===== config.mk =====
export PLATFORM = sky130hd
export DESIGN_NAME = bb_dot_mac_flat
export DESIGN_NICKNAME = d
export VERILOG_FILES = /design/src/rtl/bb_pkg.sv /design/src/rtl/bb_dot_mac_if.sv /design/src/rtl/bb_blade_2x2.sv /design/src/rtl/bb_dot_mac.sv /design/src/flat_wrapper.sv
export SDC_FILE = /design/constraint.sdc
export NUM_CORES = 2
export LEC_CHECK = 0
export ABC_AREA = 1
export CAP_MARGIN = 25
export CORE_UTILIZATION = 35
export CTS_CLUSTER_DIAMETER = 120
export DETAILED_ROUTE_END_ITERATION = 16
export SYNTH_ARGS = -nofsm -noshare
export SYNTH_HDL_FRONTEND = slang
export SYNTH_SLANG_ARGS = --single-unit

===== constraint.sdc =====
create_clock -name clk -period 127.2 [get_ports clk]
set_input_delay 31.8 -clock clk [delete_from_list [all_inputs] [get_ports clk]]
set_output_delay 31.8 -clock clk [all_outputs]
set_load 0.01 [all_outputs]

===== src/rtl/bb_pkg.sv =====
// ============================================================================
// bb_pkg : shared encodings and helpers for the bit-blade dot-product MAC
// Rev 1.0
// ============================================================================
`default_nettype none

package bb_pkg;

    typedef enum logic [1:0] {
        BB_MODE_8  = 2'b00,
        BB_MODE_4  = 2'b01,
        BB_MODE_2  = 2'b10,
        BB_MODE_8X = 2'b11
    } bb_mode_e;

    localparam int BB_BLADE_W = 2;
    localparam int BB_BLADES  = 4;
    localparam int BB_PROD_W  = 6;

    function automatic int bb_sum_w(input int lanes);
        return 18 + $clog2(lanes);
    endfunction

    // Blade k carries the element sign bit when it is the top blade of its element.
    function automatic logic bb_blade_top(input bb_mode_e m, input int k);
        case (m)
            BB_MODE_4: return (k % 2) == 1;
            BB_MODE_2: return 1'b1;
            default:   return k == 3;
        endcase
    endfunction

    function automatic logic bb_pair_used(input bb_mode_e m, input int i, input int j);
        case (m)
            BB_MODE_4: return (i / 2) == (j / 2);
            BB_MODE_2: return i == j;
            default:   return 1'b1;
        endcase
    endfunction

    function automatic int bb_pair_shift(input bb_mode_e m, input int i, input int j);
        case (m)
            BB_MODE_4: return 2 * ((i % 2) + (j % 2));
            BB_MODE_2: return 0;
            default:   return 2 * (i + j);
        endcase
    endfunction

    function automatic logic signed [63:0] bb_sat(input logic signed [63:0] v, input int w);
        logic signed [63:0] hi;
        logic signed [63:0] lo;
        hi = (64'sd1 <<< (w - 1)) - 64'sd1;
        lo = -hi - 64'sd1;
        if (v > hi) return hi;
        if (v < lo) return lo;
        return v;
    endfunction

endpackage

`default_nettype wire


===== src/rtl/bb_dot_mac_if.sv =====
// ============================================================================
// bb_dot_mac_if : sample input / group result bundle of bb_dot_mac
// Rev 1.0
// ============================================================================
`default_nettype none

interface bb_dot_mac_if #(
    parameter int LANES = 4,
    parameter int ACC_W = 24,
    parameter int CNT_W = 16
);
    logic               in_valid;
    logic               in_first;
    logic               in_last;
    logic [1:0]         in_mode;
    logic               in_sa;
    logic               in_sb;
    logic [8*LANES-1:0] in_a;
    logic [8*LANES-1:0] in_b;
    logic               out_valid;
    logic [ACC_W-1:0]   out_data;
    logic [CNT_W-1:0]   out_count;
    logic               out_ovf;

    modport master (
        output in_valid, in_first, in_last, in_mode, in_sa, in_sb, in_a, in_b,
        input  out_valid, out_data, out_count, out_ovf
    );

    modport slave (
        input  in_valid, in_first, in_last, in_mode, in_sa, in_sb, in_a, in_b,
        output out_valid, out_data, out_count, out_ovf
    );
endinterface

`default_nettype wire


===== src/rtl/bb_blade_2x2.sv =====
// ============================================================================
// bb_blade_2x2 : signed product of two sign-extended 2-bit blades
// Rev 1.0
// ============================================================================
`default_nettype none

module bb_blade_2x2 (
    input  logic              sx,
    input  logic              x1,
    input  logic              x0,
    input  logic              sy,
    input  logic              y1,
    input  logic              y0,
    output logic signed [5:0] p
);
    logic signed [2:0] w_x;
    logic signed [2:0] w_y;

    assign w_x = {sx, x1, x0};
    assign w_y = {sy, y1, y0};
    // Range is -6..9, so a 6-bit signed result is exact.
    assign p   = 6'(w_x) * 6'(w_y);
endmodule

`default_nettype wire


===== src/rtl/bb_dot_mac.sv =====
// ============================================================================
// bb_dot_mac : precision-scalable bit-blade dot-product MAC, framed accumulate
// Rev 1.0
// ============================================================================
`default_nettype none

module bb_dot_mac
    import bb_pkg::*;
#(
    parameter int LANES = 4,
    parameter int ACC_W = 24,
    parameter int CNT_W = 16
) (
    input  logic         clk,
    input  logic         rst_n,
    bb_dot_mac_if.slave  bus
);
    localparam int SUM_W = bb_sum_w(LANES);

    bb_mode_e w_mode;
    logic [BB_BLADES-1:0] w_top;
    logic [LANES-1:0][BB_BLADES-1:0][BB_BLADES-1:0][BB_PROD_W-1:0] w_prod;

    assign w_mode = bb_mode_e'(bus.in_mode);

    always_comb begin
        w_top = '0;
        for (int k = 0; k < BB_BLADES; k++) begin
            w_top[k] = bb_blade_top(w_mode, k);
        end
    end

    for (genvar l = 0; l < LANES; l++) begin : g_lane
        for (genvar i = 0; i < BB_BLADES; i++) begin : g_i
            for (genvar j = 0; j < BB_BLADES; j++) begin : g_j
                bb_blade_2x2 u_blade (
                    .sx (bus.in_a[8*l + BB_BLADE_W*i + 1] & bus.in_sa & w_top[i]),
                    .x1 (bus.in_a[8*l + BB_BLADE_W*i + 1]),
                    .x0 (bus.in_a[8*l + BB_BLADE_W*i]),
                    .sy (bus.in_b[8*l + BB_BLADE_W*j + 1] & bus.in_sb & w_top[j]),
                    .y1 (bus.in_b[8*l + BB_BLADE_W*j + 1]),
                    .y0 (bus.in_b[8*l + BB_BLADE_W*j]),
                    .p  (w_prod[l][i][j])
                );
            end
        end
    end

    // ---------------- S1: raw blade-pair products ----------------
    logic     r1_valid;
    logic     r1_first;
    logic     r1_last;
    bb_mode_e r1_mode;
    logic [LANES-1:0][BB_BLADES-1:0][BB_BLADES-1:0][BB_PROD_W-1:0] r1_prod;

    always_ff @(posedge clk or negedge rst_n) begin
        if (!rst_n) begin
            r1_valid <= 1'b0;
        end else begin
            r1_valid <= bus.in_valid;
        end
    end

    always_ff @(posedge clk) begin
        r1_first <= bus.in_first;
        r1_last  <= bus.in_last;
        r1_mode  <= w_mode;
        r1_prod  <= w_prod;
    end

    // ---------------- S2: mode-selected, shifted sample sum ----------------
    logic signed [SUM_W-1:0] w_sum;
    logic                    r2_valid;
    logic                    r2_first;
    logic                    r2_last;
    logic signed [SUM_W-1:0] r2_sum;

    always_comb begin
        w_sum = '0;
        for (int l = 0; l < LANES; l++) begin
            for (int i = 0; i < BB_BLADES; i++) begin
                for (int j = 0; j < BB_BLADES; j++) begin
                    if (bb_pair_used(r1_mode, i, j)) begin
                        w_sum = w_sum + (SUM_W'($signed(r1_prod[l][i][j]))
                                         <<< bb_pair_shift(r1_mode, i, j));
                    end
                end
            end
        end
    end

    always_ff @(posedge clk or negedge rst_n) begin
        if (!rst_n) begin
            r2_valid <= 1'b0;
        end else begin
            r2_valid <= r1_valid;
        end
    end

    always_ff @(posedge clk) begin
        r2_first <= r1_first;
        r2_last  <= r1_last;
        r2_sum   <= w_sum;
    end

    // ---------------- S3: saturating group accumulator ----------------
    logic signed [ACC_W-1:0] r_acc;
    logic [CNT_W-1:0]        r_cnt;
    logic                    r_ovf;
    logic                    r_emit;
    logic signed [ACC_W-1:0] w_base;
    logic signed [63:0]      w_total;
    logic signed [63:0]      w_sat;
    logic                    w_clamp;

    assign w_base  = r2_first ? '0 : r_acc;
    assign w_total = $signed({{(64-ACC_W){w_base[ACC_W-1]}}, w_base})
                   + $signed({{(64-SUM_W){r2_sum[SUM_W-1]}}, r2_sum});
    assign w_sat   = bb_sat(w_total, ACC_W);
    assign w_clamp = (w_sat != w_total);

    always_ff @(posedge clk or negedge rst_n) begin
        if (!rst_n) begin
            r_acc  <= '0;
            r_cnt  <= '0;
            r_ovf  <= 1'b0;
            r_emit <= 1'b0;
        end else begin
            r_emit <= r2_valid & r2_last;
            if (r2_valid) begin
                r_acc <= w_sat[ACC_W-1:0];
                r_ovf <= r2_first ? w_clamp : (r_ovf | w_clamp);
                if (r2_first) begin
                    r_cnt <= CNT_W'(1);
                end else if (!(&r_cnt)) begin
                    r_cnt <= r_cnt + CNT_W'(1);
                end
            end
        end
    end

    // ---------------- Result registers, held until the next pulse ----------------
    logic             r_out_valid;
    logic [ACC_W-1:0] r_out_data;
    logic [CNT_W-1:0] r_out_count;
    logic             r_out_ovf;

    always_ff @(posedge clk or negedge rst_n) begin
        if (!rst_n) begin
            r_out_valid <= 1'b0;
            r_out_data  <= '0;
            r_out_count <= '0;
            r_out_ovf   <= 1'b0;
        end else begin
            r_out_valid <= r_emit;
            if (r_emit) begin
                r_out_data  <= r_acc;
                r_out_count <= r_cnt;
                r_out_ovf   <= r_ovf;
            end
        end
    end

    assign bus.out_valid = r_out_valid;
    assign bus.out_data  = r_out_data;
    assign bus.out_count = r_out_count;
    assign bus.out_ovf   = r_out_ovf;

endmodule

`default_nettype wire


===== src/flat_wrapper.sv =====
// flat-port wrapper written by rule: the top's interface ports become plain ports
module bb_dot_mac_flat import bb_pkg::*;
#(
    parameter int LANES = 4,
    parameter int ACC_W = 24,
    parameter int CNT_W = 16
)
  (clk, rst_n, bus_in_valid, bus_in_first, bus_in_last, bus_in_mode, bus_in_sa, bus_in_sb, bus_in_a, bus_in_b, bus_out_valid, bus_out_data, bus_out_count, bus_out_ovf);
  bb_dot_mac_if #(.LANES(LANES), .ACC_W(ACC_W), .CNT_W(CNT_W)) bus_i ();
  input  logic clk;
  input  logic rst_n;
  input wire logic [$bits(bus_i.in_valid)-1:0] bus_in_valid;
  input wire logic [$bits(bus_i.in_first)-1:0] bus_in_first;
  input wire logic [$bits(bus_i.in_last)-1:0] bus_in_last;
  input wire logic [$bits(bus_i.in_mode)-1:0] bus_in_mode;
  input wire logic [$bits(bus_i.in_sa)-1:0] bus_in_sa;
  input wire logic [$bits(bus_i.in_sb)-1:0] bus_in_sb;
  input wire logic [$bits(bus_i.in_a)-1:0] bus_in_a;
  input wire logic [$bits(bus_i.in_b)-1:0] bus_in_b;
  output wire logic [$bits(bus_i.out_valid)-1:0] bus_out_valid;
  output wire logic [$bits(bus_i.out_data)-1:0] bus_out_data;
  output wire logic [$bits(bus_i.out_count)-1:0] bus_out_count;
  output wire logic [$bits(bus_i.out_ovf)-1:0] bus_out_ovf;
  assign bus_i.in_valid = bus_in_valid;
  assign bus_i.in_first = bus_in_first;
  assign bus_i.in_last = bus_in_last;
  assign bus_i.in_mode = bus_in_mode;
  assign bus_i.in_sa = bus_in_sa;
  assign bus_i.in_sb = bus_in_sb;
  assign bus_i.in_a = bus_in_a;
  assign bus_i.in_b = bus_in_b;
  assign bus_out_valid = bus_i.out_valid;
  assign bus_out_data = bus_i.out_data;
  assign bus_out_count = bus_i.out_count;
  assign bus_out_ovf = bus_i.out_ovf;
  bb_dot_mac #(.LANES(LANES), .ACC_W(ACC_W), .CNT_W(CNT_W)) u_core (.clk(clk), .rst_n(rst_n), .bus(bus_i));
endmodule

==> key figures <==
Outcome
  • Status: finished clean

Placed design
  • I/O Buffers: 114
  • Post-Place Cells: 17413
  • Final GP Congestion: 0.894
  • HPWL after DPL: 219 mm

Layout
  • Final non-filler cell total: 17548
  • Layout cell share with drive strength beyond 1: 2.67%
  • Final #Nets: 15973
  • Syn-to-layout area delta: 7.74%
  • Fillers: 28136

Yosys
  • Post-Syn Instances: 14170
  • Asr flop ratio synth: 17.3%
  • Top-area cell type share of the netlist area: 19.7%
  • Count leader, synth: nand2_1
  • Ys Warns: 0
  • Ys flop type: dfxtp_1
  • Area contributors post-synth: ha_1 20%, nand2_1 12%, inv_1 10%, dfxtp_1 9.0%, fa_1 8.3%
  • Post-synthesis sequential area ratio: 11.3%
  • Post-synth EDFFs: 0
  • Synthesis-stage register bit count: 496
  • Syn Area/Cell: 6.45 um2
  • Post-synth cell types: 77
  • Synth Cell Area: 91400 um2
  • Commonest cells post-synth: 2960 x nand2_1, 2489 x inv_1, 1460 x a21oi_1
  • Cell taking the most area after synthesis: ha_1
  • Mapped Nets: 16063

Critical path
  • Crit Path Max Fanout: 8
  • Crit path capture type: flop
  • Critical Path Most Common Cell: nand2_1
  • Nature of the critical path startpoint: flop
  • Worst EP required: 127780 ps
  • Crit-path max cell delay: 520 ps
  • CP Buf/Inv Count: 59
  • Worst EP arrival: 53060 ps
  • Crit path kind: flop to flop
  • Worst path slowest cell: fa_1
  • Delay-heaviest family, CP: adder cells

Timing
  • Min Tclk post-route: 52480 ps
  • Final Hold Fails: 0
  • Setup tns final: 0 ps
  • Count of pins over their slew limit: 0
  • Min Hold Slack: 332 ps
  • RSZ-0062 raised after global routing: false
  • Fmax: 0.0191 GHz
  • Clock Skew: 49.4 ps
  • Setup Viol. Count Final: 0
  • Final worst-path cycle share: 41.3%
  • Slew headroom: 34.0%
  • Tightest Pin Transition: 991 ps

Global routing
  • Initial antenna violation count: 16
  • Largest net degree at the start of global routing: 141
  • Vias in the first global route: 81428
  • All-layer global routing usage: 19.9%
  • Global-route wire length before repair: 428 mm
  • GRT overflow: 0

Floorplan
  • Row count: 187
  • Die X: 513 um
  • IO Count: 115
  • Initial Util: 35.2%
  • Core ar.: 260000 um2
  • Die H: 513 um
  • Die area: 263000 um2

Drt
  • Final wirelength: 267 mm
  • Vias after detailed routing: 86729
  • TritonRoute pass-1 iters: 6
  • Number of DRC markers in iteration 0: 5360
  • DRC: 0
  • Number of vias per cell: 4.94
  • Avg WL per Cell: 15.2 um
  • Final ANT Viol Nets: 0

Job
  • Max cap viols: 0

Min path
  • Hold WC Path Type: flop to flop

Clock network
  • Root buf cell: clkbuf_16
  • Clk_lat worst skew: 730 ps
  • Hold-fix buffers, CTS: 0
  • Setup Fix Bufs, Post-CTS: 0
  • Clk sink count: 496
  • PostCTS Resize Cnt: 0
  • CTS tree: yes
  • Clock slew at reported path FFs: 70 ps
  • Clk buf depth: 3
  • H-tree Lvls: 3
  • CTS buffer count: 67
-- routing by layer --
metal | GRT usage (%) | routed length [um] | vias up
met5 | 0 | 55 | -
met4 | 4.48 | 5580 | 8
met3 | 2.45 | 12800 | 240
met2 | 32.9 | 119000 | 1526
met1 | 27.5 | 130000 | 39344
li1 | - | - | 45611
-- final timing paths --
path	start	endpoint	slack, ps	depth (start not counted)
max in group asynchronous	rst_n	u_core.r_emit$_DFF_PN0_	95100	2
setup reg to reg	u_core.r1_prod[2]$_DFF_P_	u_core.r2_sum[19]$_DFF_P_	74720	313
min in group asynchronous	rst_n	u_core.r2_valid$_DFF_PN0_	31020	1
hold / removal	u_core.r1_last$_DFF_P_	u_core.r2_last$_DFF_P_	330	0
setup / recovery	u_core.r1_prod[2]$_DFF_P_	u_core.r2_sum[19]$_DFF_P_	74720	313
hold reg to reg	u_core.r1_last$_DFF_P_	u_core.r2_last$_DFF_P_	330	0
-- cell families (layout without fill, tap and decap cells) --
| kind of cell | Yosys count | in the layout | share of synthesized area (%) |
|---|---|---|---|
| other | 0 | 12 | 0 |
| AO/OA/AOI/OAI | 3088 | 3088 | 18.5 |
| flip-flops | 496 | 496 | 11.3 |
| multiplexers | 3 | 3 | 0.0329 |
| buffers and inverters | 2860 | 2824 | 11.8 |
| AND/OR/NAND/NOR | 5104 | 5104 | 22.6 |
| adder cells (fa/ha/maj) | 1820 | 1820 | 28.0 |
| XOR/XNOR | 799 | 799 | 7.73 |
-- area by class of cell --
class                   instances  area, um2  area share [%]
clock buffers                  82       1830            1.86
repair buffers                188       1750            1.78
diodes                         12       30.0          0.0305
clock inverters                41        510           0.518
inverters                    2513       9450            9.59
flip-flops and latches        496      10400            10.5
well taps                    3402       4260            4.32
multi-input cells           10814      70300            71.4
-- worst register-to-register path, delay by kind of cell (launching register included) --
kind            cells  cell delay (ps)
compound gates     69            10870
xor+xnor           31             5870
fa+ha+maj          63            21510
buf+inv            59             4110
flops               1              340
simple gates       91             9650
-- registers in the layout, indices dropped and copies added (netlist names), 2 cells and up --
name / flops
u_core.r1_prod: 384
u_core.bus.out_data: 24
u_core.r_acc: 24
u_core.r2_sum: 20
u_core.bus.out_count: 16
u_core.r_cnt: 16
u_core.r1_mode: 2
-- placed cells by master, fill, tap and decap left out, types with 67 or more instances in the layout --
cell | netlist | final
nand2_1 | 2960 | 2960
inv_1 | 2489 | 2487
a21oi_1 | 1460 | 1460
ha_1 | 1442 | 1438
nor2_1 | 1286 | 1286
o21ai_0 | 1038 | 1038
nand3_1 | 467 | 467
xor2_1 | 450 | 450
dfxtp_1 | 410 | 410
fa_1 | 378 | 378
xnor2_1 | 343 | 343
o21bai_1 | 129 | 129
clkdlybuf4s50_1 | 0 | 112
nor3_1 | 110 | 110
dfrtp_1 | 86 | 85
o31ai_1 | 74 | 74
buf_4 | 1 | 70
or2_2 | 69 | 69
clkbuf_16 | 0 | 67
-- per-stage QoR --
| step | instance area, um2 | utilization [%] | worst slack [ps] |
|---|---|---|---|
| 2_1_floorplan | 91400 | - | 79700 |
| 3_3_place_gp | 96100 | 37.0 | 75640 |
| 3_5_place_dp | 96100 | 37.0 | 75310 |
| 4_1_cts | 98500 | 37.9 | 75000 |
| 5_1_grt | 98500 | 37.9 | 69190 |
| 6_report | 98500 | 37.9 | 74720 |
Power is not shown: default switching activity piles up to over one toggle a cycle in this logic, so the estimate is an artifact.
